===== config.mk =====
export PLATFORM = sky130hd
export DESIGN_NAME = key_debounce
export DESIGN_NICKNAME = d
export VERILOG_FILES = /design/src/rtl/key_debounce.sv
export SDC_FILE = /design/constraint.sdc
export NUM_CORES = 1
export LEC_CHECK = 0
export CAP_MARGIN = 15
export CELL_PAD_IN_SITES_DETAIL_PLACEMENT = 1
export CELL_PAD_IN_SITES_GLOBAL_PLACEMENT = 2
export CORE_MARGIN = 2
export CORE_UTILIZATION = 37
export DETAILED_ROUTE_END_ITERATION = 8
export PLACE_DENSITY_LB_ADDON = 0.08
export SYNTH_ARGS = -nofsm -noshare
export SYNTH_HDL_FRONTEND = slang
export SYNTH_SLANG_ARGS = --single-unit

===== constraint.sdc =====
create_clock -name sys_clk -period 2.9 [get_ports sys_clk]
set_input_delay 0.58 -clock sys_clk [delete_from_list [all_inputs] [get_ports sys_clk]]
set_output_delay 0.58 -clock sys_clk [all_outputs]
set_load 0.02 [all_outputs]

===== src/rtl/key_debounce.sv =====
`default_nettype none
`timescale 1ns/1ps
// ============================================================================
// Module     : key_debounce
// Description: Per-key 2-flop synchroniser and bounce filter with press and
//              release strobes aligned to the debounced level.
// Revision   : 1.0 - initial release
// ============================================================================
module key_debounce #(
    parameter int   KEY_NUM = 4,
    parameter int   CNT_MAX = 1_000_000,
    parameter logic RST_LVL = 1'b1
) (
    input  logic               sys_clk,
    input  logic               rst,
    input  logic [KEY_NUM-1:0] key_in,
    output logic [KEY_NUM-1:0] key_out,
    output logic [KEY_NUM-1:0] key_press,
    output logic [KEY_NUM-1:0] key_release
);

    localparam int               C_CNT_W    = $clog2(CNT_MAX);
    localparam logic [C_CNT_W-1:0] C_CNT_TERM = C_CNT_W'(CNT_MAX - 1);
    localparam logic [C_CNT_W-1:0] C_CNT_ONE  = C_CNT_W'(1);
    localparam logic [KEY_NUM-1:0] C_IDLE     = {KEY_NUM{RST_LVL}};

    logic [KEY_NUM-1:0] sync1_q, sync1_d;
    logic [KEY_NUM-1:0] sync2_q, sync2_d;
    logic [KEY_NUM-1:0] key_out_q, key_out_d;
    logic [KEY_NUM-1:0] key_press_q, key_press_d;
    logic [KEY_NUM-1:0] key_release_q, key_release_d;
    logic [C_CNT_W-1:0] cnt_q [KEY_NUM];
    logic [C_CNT_W-1:0] cnt_d [KEY_NUM];

    always_comb begin
        sync1_d       = key_in;
        sync2_d       = sync1_q;
        key_out_d     = key_out_q;
        key_press_d   = '0;
        key_release_d = '0;
        cnt_d         = '{default: '0};
        // A channel counts only while its synchronised level disagrees with
        // the debounced level; any agreement drops the count back to zero.
        for (int i = 0; i < KEY_NUM; i++) begin
            if (sync2_q[i] != key_out_q[i]) begin
                if (cnt_q[i] == C_CNT_TERM) begin
                    key_out_d[i]     = sync2_q[i];
                    key_press_d[i]   = (sync2_q[i] != RST_LVL);
                    key_release_d[i] = (sync2_q[i] == RST_LVL);
                end else begin
                    cnt_d[i] = cnt_q[i] + C_CNT_ONE;
                end
            end
        end
    end

    always_ff @(posedge sys_clk) begin
        if (rst) begin
            sync1_q       <= C_IDLE;
            sync2_q       <= C_IDLE;
            key_out_q     <= C_IDLE;
            key_press_q   <= '0;
            key_release_q <= '0;
            cnt_q         <= '{default: '0};
        end else begin
            sync1_q       <= sync1_d;
            sync2_q       <= sync2_d;
            key_out_q     <= key_out_d;
            key_press_q   <= key_press_d;
            key_release_q <= key_release_d;
            cnt_q         <= cnt_d;
        end
    end

    assign key_out     = key_out_q;
    assign key_press   = key_press_q;
    assign key_release = key_release_q;

endmodule
`default_nettype wire


==> flow_summary.toml <==
[worst_setup_path]
timing.critical_path.required_ns = 3.12
cp_max_fo = 13
critPathArrivalTime_ns = 2.50
cp_endpoint_kind = "flip-flop"
reg2reg_to = "cnt_q[77]"
reg2reg_from = "cnt_q[75]"
rrSetupSlack_ns = 0.62
critical_path.startpoint_type = "flip-flop"
worst-setup-path-type = "reg -> reg"
r2r_worst_path_depth = 5

[grt]
global_route.usage.total = 0.161
vias_in_the_first_global_route = 3457
antenna_violations_before_repair = 0
global_route_wire_length_before_repair_mm = 16.5
globalRouteOverflowTotal = 0
maximum_number_of_pins_on_one_net_before_global_route_repair = 21

[floorplanning]
io_pins = 18
die-area_um2 = 12400
fp-row-count = 39
die_w_um = 111
core-area_um2 = 11300
die-height_um = 111
start_util = 0.376

[detailed_routing]
avgRoutedWirePerCell_um = 14.2
detail_route.first_pass.iterations = 4
number_of_drc_violations_after_detailed_routing_iteration_0 = 96
post_drt_via_cell_ratio = 5.17
remaining_drc_errors = 0
via_count = 3370
postRouteWirelength_mm = 9.23
antenna_left = 0

[finish]
final_net_count = 514
synthToLayoutAreaGrowth_pct = 16.3
postLayoutCoreUtil = 0.438
layout.cell_area.non_filler_um2 = 4960
diodes = 0
layout-drive-gt1-share = 0.0825

[logic_synthesis]
netlist_area_um2 = 4260
ys_dominant_reg_cell = "sky130_fd_sc_hd__dfxtp_1"
count_of_state_elements_after_synthesis = 100
yosysUniqueCellTypes = 37
synth_cells = 483
synth.yosys.seq_area_share = 0.470
synth_warnings = 0
synth-edff-count = 0
synthesis.area_per_instance_um2 = 8.82
synthArstFlopShare = 0
syn-num-nets = 493

[worst_hold_path]
whs_path_depth = 1
hold_path_end = "sync2_q[0]"
hold_path.class = "reg -> reg"
min_from = "sync1_q[0]"

[timing]
final.min_clock_period_ns = 2.28
slew_headroom = 0.562
worst_pin_slew_ns = 0.651
timing.setup.tns_ns = 0
fmax_ghz = 0.439
hold_slack_ns = 0.418
final_hold_vios = 0
rsz0062_at_grt = "no"
finalMaxSlewViolations = 0
finalClockSkew_ns = 0.00549
post-route-period-util = 0.786
final-setup-viol-count = 0

[cts]
cts.root.buffer_cell = "sky130_fd_sc_hd__clkbuf_16"
cts_tree = "yes"
tritoncts_num_sinks = 100
h-tree-depth = 3
cts_buffers = 9
ctsHoldBuffers = 0
ctsLongestPathBuffers = 2
cts_resized = 0
post_cts.repair.setup_buffers = 0
path_clk_slew_ns = 0.07
clkLatencyLatePin_ns = 0.35

[power_and_ir_drop]
cellPowerDensity_nw_per_um2 = 569
finalPower_mw = 2.82
max_vdd_drop_mv = 0.388
p_leak_nw = 1.50

[place]
globalplace.congestion = 0.719
placed_area_um2 = 4610
detailedPlacementHpwl_mm = 6.45
port_buffers = 17

[status]
status = "finished, final reports clean"

[flow_run]
maxcap_violations = 0
cell families (layout without fill, tap and decap cells):
group	count (synthesis)	after routing	synth area share
AND/OR/NAND/NOR	245	245	0.309
flip-flops	100	100	0.470
XOR/XNOR	58	58	0.119
AO/OA/AOI/OAI	40	40	0.0531
buffers and inverters	33	59	0.0302
adder cells (fa/ha/maj)	4	4	0.0117
multiplexers	3	3	0.00705
sequential cells by signal (all words and copies together), names as in the netlist:
name and cells:
cnt_q 80, key_out 4, key_press 4, key_release 4, sync1_q 4, sync2_q 4
layout make-up:
type / count / area, µm²
inverter: 20 / 75.1
sequential: 100 / 2000
tap: 143 / 179
clock buffer: 10 / 239
multi-input combinational: 350 / 2140
fill: 1331 / 6360
timing repair buffer: 23 / 215
clock inverter: 6 / 111
how the worst max path moves through the flow:
stage | start | to | slack, ns | depth (start not counted)
after floorplan | cnt_q[40] | key_out[1] | 0.91 | 5
after global placement | cnt_q[75] | cnt_q[77] | 0.64 | 5
after detailed placement | cnt_q[75] | cnt_q[77] | 0.60 | 5
after CTS | cnt_q[75] | cnt_q[77] | 0.59 | 5
after global routing | cnt_q[60] | cnt_q[66] | 0.40 | 6
final | cnt_q[75] | cnt_q[77] | 0.62 | 5
per-stage QoR:
stage               instances  setup WS [ns]
floorplan                 483          0.910
CTS                       652          0.590
finish                    652          0.621
global route              652          0.397
global placement          636          0.641
detailed placement        636          0.601
layer usage:
| metal | vias to the layer above | part of all wire | global-route usage |
|---|---|---|---|
| met3 | 9 | 0.024 | 0.0405 |
| met1 | 1615 | 0.50 | 0.206 |
| met2 | 20 | 0.46 | 0.265 |
| met4 | 0 | 0.016 | 0.0593 |
| met5 | - | 0 | 0 |
| li1 | 1726 | - | - |
where the power goes:
group	switching, mW	internal (mW)
Combinational	0.0196	0.0160
Clock	0.536	0.867
Sequential	0.00452	1.38
Total	0.560	2.26
cell usage after synthesis, types with 5 or more instances:
cell	number	area [µm²]
sky130_fd_sc_hd__dfxtp_1	100	2000
sky130_fd_sc_hd__nand3_1	29	145
sky130_fd_sc_hd__nor4b_1	6	52.6
sky130_fd_sc_hd__nand4_1	21	131
sky130_fd_sc_hd__or4_1	7	52.6
sky130_fd_sc_hd__clkbuf_1	9	33.8
sky130_fd_sc_hd__and4_1	5	43.8
sky130_fd_sc_hd__nand4b_1	5	43.8
sky130_fd_sc_hd__nor2_1	81	304
sky130_fd_sc_hd__a21oi_1	19	95.1
sky130_fd_sc_hd__or2_2	11	68.8
sky130_fd_sc_hd__or3_1	10	62.6
sky130_fd_sc_hd__xor2_1	21	184
sky130_fd_sc_hd__o21ai_0	12	60.1
sky130_fd_sc_hd__inv_1	20	75.1
sky130_fd_sc_hd__xnor2_1	37	324
sky130_fd_sc_hd__nor3_1	12	60.1
sky130_fd_sc_hd__nor4_1	16	100
sky130_fd_sc_hd__and3_1	5	31.3
sky130_fd_sc_hd__nand2_1	21	78.8
cell usage in the layout (no fill, tap or decap), types with 2 or more instances in the layout:
cell type                         count
sky130_fd_sc_hd__o21ai_0             11
sky130_fd_sc_hd__and4_1               5
sky130_fd_sc_hd__mux2i_1              3
sky130_fd_sc_hd__nand2_1             21
sky130_fd_sc_hd__buf_4                6
sky130_fd_sc_hd__or4_1                7
sky130_fd_sc_hd__clkdlybuf4s50_1     17
sky130_fd_sc_hd__nor4b_1              6
sky130_fd_sc_hd__nor3_1              12
sky130_fd_sc_hd__or3_1               10
sky130_fd_sc_hd__or2_2               11
sky130_fd_sc_hd__nor4_1              16
sky130_fd_sc_hd__o21bai_1             2
sky130_fd_sc_hd__nand2b_1             2
sky130_fd_sc_hd__nand3_1             29
sky130_fd_sc_hd__o31ai_1              3
sky130_fd_sc_hd__a31o_2               2
sky130_fd_sc_hd__inv_1               20
sky130_fd_sc_hd__bufinv_16            3
sky130_fd_sc_hd__or4_4                2
sky130_fd_sc_hd__nand4b_1             5
sky130_fd_sc_hd__xnor2_1             37
sky130_fd_sc_hd__xor2_1              21
sky130_fd_sc_hd__nand4_1             21
sky130_fd_sc_hd__and3_1               5
sky130_fd_sc_hd__a21oi_1             19
sky130_fd_sc_hd__dfxtp_1            100
sky130_fd_sc_hd__nor3b_1              2
sky130_fd_sc_hd__and2_1               4
sky130_fd_sc_hd__nor2_1              81
sky130_fd_sc_hd__ha_1                 4
sky130_fd_sc_hd__clkbuf_16            9
critical path, stage by stage (launching register included):
cell and delay, ns:
sky130_fd_sc_hd__dfxtp_1 0.35, sky130_fd_sc_hd__or3b_2 0.48, sky130_fd_sc_hd__or4_1 0.48, sky130_fd_sc_hd__o21bai_1 0.48, sky130_fd_sc_hd__buf_4 0.31, sky130_fd_sc_hd__a21oi_1 0.06
(Power assumes the default switching activity.)
